File: src/rtl/rsub_div_pkg.sv
// rtl/rsub_div_pkg.sv - shared types and constants for the repeated-subtraction divider
//
// Purpose: FSM state encoding and default operand width used by rsub_divider
//          and its helpers.
// Contents:
//   RSUB_DIV_W_DEFAULT : default operand/quotient/remainder width (8)
//   rsub_div_state_t   : IDLE / CALC / DONE
package rsub_div_pkg;

  localparam int RSUB_DIV_W_DEFAULT = 8;

  typedef enum logic [1:0] {
    IDLE = 2'd0,
    CALC = 2'd1,
    DONE = 2'd2
  } rsub_div_state_t;

endpackage

File: src/rtl/div_sign_fix.sv
// rtl/div_sign_fix.sv - operand magnitude and result sign correction for signed division
//
// Purpose: purely combinational helper used only when RSUB_DIVIDER_SIGNED_EN is
//          defined. It turns two's-complement operands into unsigned magnitudes
//          plus result sign bits, and re-applies those signs to the unsigned
//          quotient/remainder magnitudes.
// Ports:
//   dividend_i, divisor_i : raw two's-complement operands
//   q_mag_i, r_mag_i      : unsigned quotient / remainder magnitudes
//   q_neg_i, r_neg_i      : registered result signs to apply
//   a_mag_o, b_mag_o      : operand magnitudes (|dividend|, |divisor|)
//   q_neg_o, r_neg_o      : result signs derived from the raw operands
//   quotient_o            : sign-corrected quotient
//   remainder_o           : sign-corrected remainder
module div_sign_fix #(
  parameter int W = 8
) (
  input  logic [W-1:0] dividend_i,
  input  logic [W-1:0] divisor_i,
  input  logic [W-1:0] q_mag_i,
  input  logic [W-1:0] r_mag_i,
  input  logic         q_neg_i,
  input  logic         r_neg_i,
  output logic [W-1:0] a_mag_o,
  output logic [W-1:0] b_mag_o,
  output logic         q_neg_o,
  output logic         r_neg_o,
  output logic [W-1:0] quotient_o,
  output logic [W-1:0] remainder_o
);

  // Negating -2^(W-1) gives 2^(W-1) again, which is the correct unsigned
  // magnitude, so the most negative value needs no special case.
  assign a_mag_o = dividend_i[W-1] ? -dividend_i : dividend_i;
  assign b_mag_o = divisor_i[W-1]  ? -divisor_i  : divisor_i;

  // Truncation toward zero: quotient sign is the XOR of operand signs,
  // remainder follows the dividend.
  assign q_neg_o = dividend_i[W-1] ^ divisor_i[W-1];
  assign r_neg_o = dividend_i[W-1];

  assign quotient_o  = q_neg_i ? -q_mag_i : q_mag_i;
  assign remainder_o = r_neg_i ? -r_mag_i : r_mag_i;

endmodule

File: src/rtl/rsub_divider.sv
// rtl/rsub_divider.sv - parametrised repeated-subtraction divider with start/done handshake
//
// Purpose: multi-cycle integer divider. One subtraction per clock in CALC;
//          quotient magnitude q costs q+2 cycles from start to done.
// Configuration macro: RSUB_DIVIDER_SIGNED_EN (two's-complement operands,
//          truncation toward zero). Undefined: unsigned only.
// Ports:
//   clk       : clock, rising edge
//   clear_n   : asynchronous active-low reset
//   start     : request a division, sampled only in IDLE
//   dividend  : numerator, captured on acceptance
//   divisor   : denominator, captured on acceptance
//   busy      : high while not IDLE
//   done      : one-cycle completion pulse
//   quotient  : result quotient (held until next completion)
//   remainder : result remainder (held until next completion)
//   dz        : divide-by-zero flag of the last completed operation
module rsub_divider
  import rsub_div_pkg::*;
#(
  parameter int W = RSUB_DIV_W_DEFAULT
) (
  input  logic         clk,
  input  logic         clear_n,
  input  logic         start,
  input  logic [W-1:0] dividend,
  input  logic [W-1:0] divisor,
  output logic         busy,
  output logic         done,
  output logic [W-1:0] quotient,
  output logic [W-1:0] remainder,
  output logic         dz
);

  rsub_div_state_t state_q, state_d;

  logic [W-1:0] a_q, a_d;
  logic [W-1:0] b_q, b_d;
  logic [W-1:0] cnt_q, cnt_d;
  logic [W-1:0] quot_q, quot_d;
  logic [W-1:0] rem_q, rem_d;
  logic         dz_q, dz_d;

  logic         div_zero;
  logic         a_ge_b;
  logic [W-1:0] a_mag;
  logic [W-1:0] b_mag;
  logic [W-1:0] quot_res;
  logic [W-1:0] rem_res;

  assign div_zero = (divisor == '0);
  assign a_ge_b   = (a_q >= b_q);

`ifdef RSUB_DIVIDER_SIGNED_EN
  logic q_neg_q, q_neg_d;
  logic r_neg_q, r_neg_d;
  logic q_neg_in, r_neg_in;

  div_sign_fix #(.W(W)) u_sign_fix (
    .dividend_i  (dividend),
    .divisor_i   (divisor),
    .q_mag_i     (cnt_q),
    .r_mag_i     (a_q),
    .q_neg_i     (q_neg_q),
    .r_neg_i     (r_neg_q),
    .a_mag_o     (a_mag),
    .b_mag_o     (b_mag),
    .q_neg_o     (q_neg_in),
    .r_neg_o     (r_neg_in),
    .quotient_o  (quot_res),
    .remainder_o (rem_res)
  );

  // Result signs are frozen at acceptance so later operand changes are inert.
  always_comb begin
    q_neg_d = q_neg_q;
    r_neg_d = r_neg_q;
    if (state_q == IDLE && start && !div_zero) begin
      q_neg_d = q_neg_in;
      r_neg_d = r_neg_in;
    end
  end

  always_ff @(posedge clk or negedge clear_n) begin
    if (!clear_n) begin
      q_neg_q <= 1'b0;
      r_neg_q <= 1'b0;
    end else begin
      q_neg_q <= q_neg_d;
      r_neg_q <= r_neg_d;
    end
  end
`else
  assign a_mag    = dividend;
  assign b_mag    = divisor;
  assign quot_res = cnt_q;
  assign rem_res  = a_q;
`endif

  // FSM: state register
  always_ff @(posedge clk or negedge clear_n) begin
    if (!clear_n) begin
      state_q <= IDLE;
    end else begin
      state_q <= state_d;
    end
  end

  // FSM: next state
  always_comb begin
    state_d = state_q;
    case (state_q)
      IDLE: begin
        if (start) begin
          state_d = div_zero ? DONE : CALC;
        end
      end
      CALC: begin
        if (!a_ge_b) begin
          state_d = DONE;
        end
      end
      DONE:    state_d = IDLE;
      default: state_d = IDLE;
    endcase
  end

  // FSM: outputs
  always_comb begin
    busy = 1'b0;
    done = 1'b0;
    case (state_q)
      CALC: busy = 1'b1;
      DONE: begin
        busy = 1'b1;
        done = 1'b1;
      end
      default: ;
    endcase
  end

  // Datapath next state. Result registers only move on entry to DONE.
  always_comb begin
    a_d    = a_q;
    b_d    = b_q;
    cnt_d  = cnt_q;
    quot_d = quot_q;
    rem_d  = rem_q;
    dz_d   = dz_q;
    case (state_q)
      IDLE: begin
        if (start) begin
          if (div_zero) begin
            quot_d = '1;
            rem_d  = dividend;
            dz_d   = 1'b1;
          end else begin
            a_d   = a_mag;
            b_d   = b_mag;
            cnt_d = '0;
          end
        end
      end
      CALC: begin
        if (a_ge_b) begin
          a_d   = a_q - b_q;
          cnt_d = cnt_q + W'(1);
        end else begin
          quot_d = quot_res;
          rem_d  = rem_res;
          dz_d   = 1'b0;
        end
      end
      default: ;
    endcase
  end

  always_ff @(posedge clk or negedge clear_n) begin
    if (!clear_n) begin
      a_q    <= '0;
      b_q    <= '0;
      cnt_q  <= '0;
      quot_q <= '0;
      rem_q  <= '0;
      dz_q   <= 1'b0;
    end else begin
      a_q    <= a_d;
      b_q    <= b_d;
      cnt_q  <= cnt_d;
      quot_q <= quot_d;
      rem_q  <= rem_d;
      dz_q   <= dz_d;
    end
  end

  assign quotient  = quot_q;
  assign remainder = rem_q;
  assign dz        = dz_q;

endmodule

File: config.mk
export PLATFORM = sky130hd
export DESIGN_NAME = rsub_divider
export DESIGN_NICKNAME = d
export VERILOG_FILES = /design/src/rtl/rsub_div_pkg.sv /design/src/rtl/div_sign_fix.sv /design/src/rtl/rsub_divider.sv
export SDC_FILE = /design/constraint.sdc
export NUM_CORES = 1
export LEC_CHECK = 0
export ABC_CLOCK_PERIOD_IN_PS = 5950
export CAP_MARGIN = 20
export CORE_MARGIN = 2
export CORE_UTILIZATION = 55
export DETAILED_ROUTE_END_ITERATION = 16
export GPL_ROUTABILITY_DRIVEN = 0
export PLACE_DENSITY = 0.86
export SETUP_SLACK_MARGIN = 0.1
export SLEW_MARGIN = 20
export SYNTH_ARGS = -nofsm -noshare
export SYNTH_HDL_FRONTEND = slang
export SYNTH_SLANG_ARGS = --single-unit
File: constraint.sdc
create_clock -name clk -period 5.95 [get_ports clk]
set_input_delay 0.595 -clock clk [delete_from_list [all_inputs] [get_ports clk]]
set_output_delay 0.595 -clock clk [all_outputs]
set_load 0.03 [all_outputs]
# ---- Word level (Yosys, flattened, before mapping)
# Index checks and enable logic that the tools add are counted.
dict set report totals {
  register_bits 43
  inputBits 19
  out_inout_bits 19
  word_cells 52
}
dict set report classes {
  addsub 2
  magnitude_cmp 1
  n_eq_ne 7
  mux 26
  bitwise 1
  n_reduce_logical 8
}
# cell count
set op_table {}
lappend op_table {{two-way mux 8 bit} 12}
lappend op_table {{case mux 8 bit (2 select lines)} 4}
lappend op_table {{inequality test 2 bit (second input constant)} 5}
lappend op_table {{adder 8 x 1 -> 8 bit (second input constant)} 1}
lappend op_table {{>= comparator 8 bit} 1}
lappend op_table {{logical NOT 8 bit} 1}
lappend op_table {{AND reduction 4 bit} 2}
lappend op_table {{subtractor 8 bit} 1}
lappend op_table {{two-way mux 2 bit} 3}
lappend op_table {{two-way mux 1 bit} 5}
lappend op_table {{case mux 2 bit (2 select lines)} 1}
lappend op_table {{AND reduction 3 bit} 1}
lappend op_table {{equality test 2 x 1 -> 1 bit (second input constant)} 1}
lappend op_table {{equality test 2 bit (second input constant)} 1}
lappend op_table {{logical NOT 2 bit} 1}
lappend op_table {{case mux 1 bit (2 select lines)} 1}
lappend op_table {{AND reduction 2 bit} 1}
lappend op_table {{nonzero test 2 bit} 1}
lappend op_table {{OR reduction 2 bit} 1}
lappend op_table {{NOT 1 bit} 1}

# ---- Logic depth before layout (Yosys ltp)
dict set report logic_depth {
  depth_word 4
  mapped_depth 10
  ltp_nobuf 9
}

# ---- Least setup slack after synthesis
# OpenSTA, ideal clock, no wires.
dict set report synth_path {
  path_kind {register -> register}
  startpoint {reg a_q[0]}
  endpoint {reg a_q[2]}
  setup_ns 0.128
  arrival_time_ns 2.211
  t_required_ns 5.822
  setup_slack_ns 3.611
  path_stages_with_launch 10
  path_buffers 0
  period_less_slack_ns 2.339
  cell_sequence {dfrtp_1 > inv_1 > ha_1 > inv_1 > fa_1 > a21o_1 > a211oi_2 > o311a_1 > nor2_4 > mux2_1}
}
dict set report synth_between {
  elab_chain_cells 3
  elab_cells_between_ends 6
  classes_between {add/sub: 1; order compare: 1; eq/ne: 1; mux: 2; reduce/logical: 1}
}
# item line_no
set synth_lines {}
lappend synth_lines {{from (decl)} rsub_divider.sv:37} ;# logic [W-1:0] a_q, a_d;
lappend synth_lines {{from (signal assigned)} rsub_divider.sv:180} ;# a_q <= '0;
lappend synth_lines {{from (signal assigned)} rsub_divider.sv:187} ;# a_q <= a_d;
lappend synth_lines {{subtractor 8 bit or >= comparator 8 bit (tied branches)} {rsub_divider.sv:166, rsub_divider.sv:52}}
lappend synth_lines {{two-way mux 8 bit or inequality test 2 bit (tied branches)} -}
lappend synth_lines {{case mux 8 bit (2 select lines) or AND reduction 4 bit (tied branches)} -}
# Parallel ways exist; a longest one is shown, timed or not. The select of a mux whose other input is x is not followed.
# A chain may end at the register's enable or synchronous reset.

# ---- Final worst setup path
dict set report layout_path {
  startpoint {reg a_q[0]}
  endpoint {reg dz_q, in the netlist dz}
}
dict set report layout_between {
  elab_chain_cells 3
}
# item line_no
set layout_lines {}
lappend layout_lines {{>= comparator 8 bit} rsub_divider.sv:52} ;# assign a_ge_b = (a_q >= b_q);
lappend layout_lines {{inequality test 2 bit (no source line)} -}
lappend layout_lines {{AND reduction 4 bit (no source line)} -}
lappend layout_lines {{to (signal assigned)} rsub_divider.sv:192} ;# dz_q <= dz_d;
lappend layout_lines {{to (decl)} rsub_divider.sv:42} ;# logic dz_q, dz_d;
# Every way passes these cells.

==> metrics.md <==
| Metric | Value |
|---|---|
| Routed vias/inst | 5.928 |
| Final setup viols | 0 |
| YS warnings | 0 |
| Number of global-route vias before repair | 1872 |
| Initial antenna violation count | 0 |
| Post-route DRC | 0 |
| Setup slack, reg-to-reg | 3.07 ns |
| Outcome | complete, no violations |
| Share of the synthesized area in the top cell type | 44.47% |
| Clock Latency Late Sink | 0.30 ns |
| Starting DRT DRC Count | 191 |
| Placed cells | 341 |
| Most common cell after layout, fill and taps aside | dfrtp_1 |
| Post-route non-filler standard cell count | 349 |
| TritonCTS buffer count | 5 |
| Maxcap violations | 0 |
| Number of hold violations in the final report | 0 |
| Syn nets | 292 |
| Max incr delay on CP | 0.66 ns |
| Postcts setup bufs | 0 |
| Fmax | 0.3475 GHz |
| Reg-to-reg endpoint | dz$_DFFE_PN0P_ |
| Worst slew pin tran | 0.9444 ns |
| Die ar. | 4946 µm² |
| Count of unique library cells instantiated by Yosys | 49 |
| Vias | 2069 |
| Gr ovfl total | 0 |
| Gate Count Post-Synth | 260 |
| Final min period | 2.878 ns |
| Adder-cell share of the synthesized area | 7.032% |
| Unrepaired setup endpoints after global routing | false |
| Area contributors post-synth | dfrtp_1 44%, ha_1 6.2%, a21oi_1 5.0% |
| Int Pwr | 904.7 µW |
| CP Launch Type | register |
| CP endpoint | dz$_DFFE_PN0P_ |
| Compound-cell area share of the yosys netlist | 23.47% |
| Area leader, netlist | dfrtp_1 |
| Largest family of logic cells by synthesized area | compound AO/OA/AOI/OAI gates |
| All-layer global routing usage | 22.38% |
| Critical path's slowest cell | o221a_2 |
| Crit path launch | a_q[0]$_DFFE_PN0P_ |
| Commonest cells after routing, fill and taps aside | 43 x dfrtp_1, 36 x clkdlybuf4s50_1, 26 x inv_1, 25 x nor2_1, 23 x a21oi_1 |
| Pin count of the biggest net entering global routing | 44 |
| Setup Skew | 0.006973 ns |
| FP Rows | 24 |
| Slew headroom | 37.04% |
| Clock Tree Root | clkbuf_8 |
| Post-Syn Area | 2420 µm² |
| Pwr/cell area | 592.8 nW/µm² |
| First-pass GRT wire length | 8707 µm |
| Final wirelength | 5328 µm |
| Logic pwr share | 60.9% |
| Core area | 4294 µm² |
| Die Height | 70.33 µm |
| Max FO, Critical Path | 33 |
| Ys flop type | dfrtp_1 |
| Crit path arrival time | 3.07 ns |
| Port-buffer cells | 37 |
| DRT Pass-1 Iters | 5 |
| CTS max path bufs | 2 |
| I/O Pins | 38 |
| Net Sw Frac | 47.52% |
| Cell mode on critical path | inv_1 |
| Crit Path Class | reg2reg |
| CTS tree | built |
| Max IR drop VDD | 0.3189 mV |
| Min-Delay Path Class | in2async |
| Cell chain of the critical path | inv_1 -> ha_1 -> inv_1 -> fa_1 -> a21o_1 -> a211oi_2 -> o221a_2 -> mux2_2 |
| Leakage | 0.001232 µW |
| # hold bufs at CTS | 0 |
| Layout Area Growth over Synthesis | 20.17% |
| Post-Synth XOR/XNOR Area | 0.7239% |
| NumNets Final | 328 |
| Mux contribution to synthesized area | 4.809% |
| N_diodes | 0 |
| Switch Pwr | 819.1 µW |
| Crit path capture type | register |
| HPWL Detailed | 3876 µm |
| Final Max Tran Viols | 0 |
| Post-Synth Simple-Gate Area | 13.65% |
| Power share of the clock group | 10.5% |
| Final Cycle Share | 48.37% |
| Post-synthesis sequential area ratio | 44.47% |
| Worst reg2reg path depth | 8 |
| Die Span X | 70.33 µm |
| Layout cells sized above 1 | 8.754% |
| R2r startpoint | a_q[0]$_DFFE_PN0P_ |
| Wire per inst | 15.27 µm |
| FF+latch count, synth | 43 |
| Number of enable flip-flop cells after synthesis | 0 |
| Final ANT Viol Nets | 0 |
| Sequential group share of total power | 28.5% |
| Required @ worst endpoint | 6.14 ns |
| Setup TNS | 0 ns |
| Clk pin slew, worst setup/hold paths | 0.08 ns |
| Async S/R FF share, synth | 100.0% |
| Cts repair resizes | 0 |
| CTS Sinks | 43 |
| H-tree Lvls | 2 |
| Syn avg cell area | 9.307 µm² |
| Tot Pwr | 1724 µW |
| Initial Util | 56.35% |
## critical path, delay by kind of cell (launching register included)
kind                     cells  cell delay [ns]
buffers and inverters        2             0.16
multiplexers                 1             0.39
adder cells (fa/ha/maj)      2             0.58
AO/OA/AOI/OAI                3             1.25
flip-flops                   1             0.38
## power by group through the flow
| stage | Sequential [µW] | Combinational [µW] | Clock, µW |
|---|---|---|---|
| 6_report | 491 | 1050 | 182 |
| 5_1_grt | 508 | 1150 | 198 |
| 4_1_cts | 491 | 1050 | 185 |
| 3_5_place_dp | 497 | 1040 | 0 |
| 3_3_place_gp | 492 | 1010 | 0 |
| 2_1_floorplan | 583 | 657 | 0 |
## metrics by stage
stage / utilization, % / area (µm²) / worst slack, ns / hold slack, ns
2_1_floorplan: - / 2420 / 3.611 / 0.2994
3_3_place_gp: 65.68 / 2820 / 2.873 / 0.4888
3_5_place_dp: 65.68 / 2820 / 2.760 / 0.4932
4_1_cts: 67.63 / 2904 / 3.075 / 0.4719
5_1_grt: 67.72 / 2908 / 2.959 / 0.5056
6_report: 67.72 / 2908 / 3.072 / 0.4373
## Yosys cell counts (3+ instances only)
library cell	n
a21oi_1	24
a31oi_1	11
clkbuf_1	8
dfrtp_1	43
ha_1	12
inv_1	26
mux2_2	4
mux2i_1	6
nand2_1	17
nand3_1	5
nand4_1	3
nor2_1	25
nor2b_1	3
o21ai_0	22
o31ai_1	6
## flip-flops by register name, summed over array words and instances (netlist names)
register	count
a_q	8
b_q	8
cnt_q	8
dz	1
quotient	8
remainder	8
state_q	2
## area by class of cell
cell class                 count  area (µm²)
sequential                    43        1076
timing repair buffer          38       372.9
inverter                      27       103.9
clock buffer                   5       68.82
clock inverter                 3       15.01
multi-input combinational    181        1206
tap                           52       65.06
fill                         367        1386
## how the worst min path moves through the flow
stage	slack (ns)	start	cells past startpoint	endpoint
floorplan	0.30	clear_n	0	a_q[0]$_DFFE_PN0P_
global placement	0.49	dz$_DFFE_PN0P_	1	dz$_DFFE_PN0P_
detailed placement	0.49	cnt_q[7]$_DFFE_PN0P_	1	cnt_q[7]$_DFFE_PN0P_
CTS	0.47	clear_n	1	quotient[1]$_DFFE_PN0P_
global route	0.51	clear_n	1	cnt_q[2]$_DFFE_PN0P_
finish	0.44	clear_n	1	quotient[1]$_DFFE_PN0P_
## logic make-up (layout without fill, tap and decap cells)
group	count (synthesis)	count (layout)
flops	43	43
compound gates	87	87
fa+ha+maj	13	13
simple gates	68	68
mux	11	11
buf+inv	36	73
xor+xnor	2	2
## metal layers
| layer | up-vias | wire length, µm | GRT usage, % |
|---|---|---|---|
| li1 | 1014 | - | - |
| met1 | 976 | 2458 | 32.52 |
| met2 | 70 | 2447 | 33.75 |
| met3 | 9 | 347 | 4.329 |
| met4 | 0 | 75 | 7.265 |
| met5 | - | 0 | 0 |
Power figures use the tool's default switching activity.
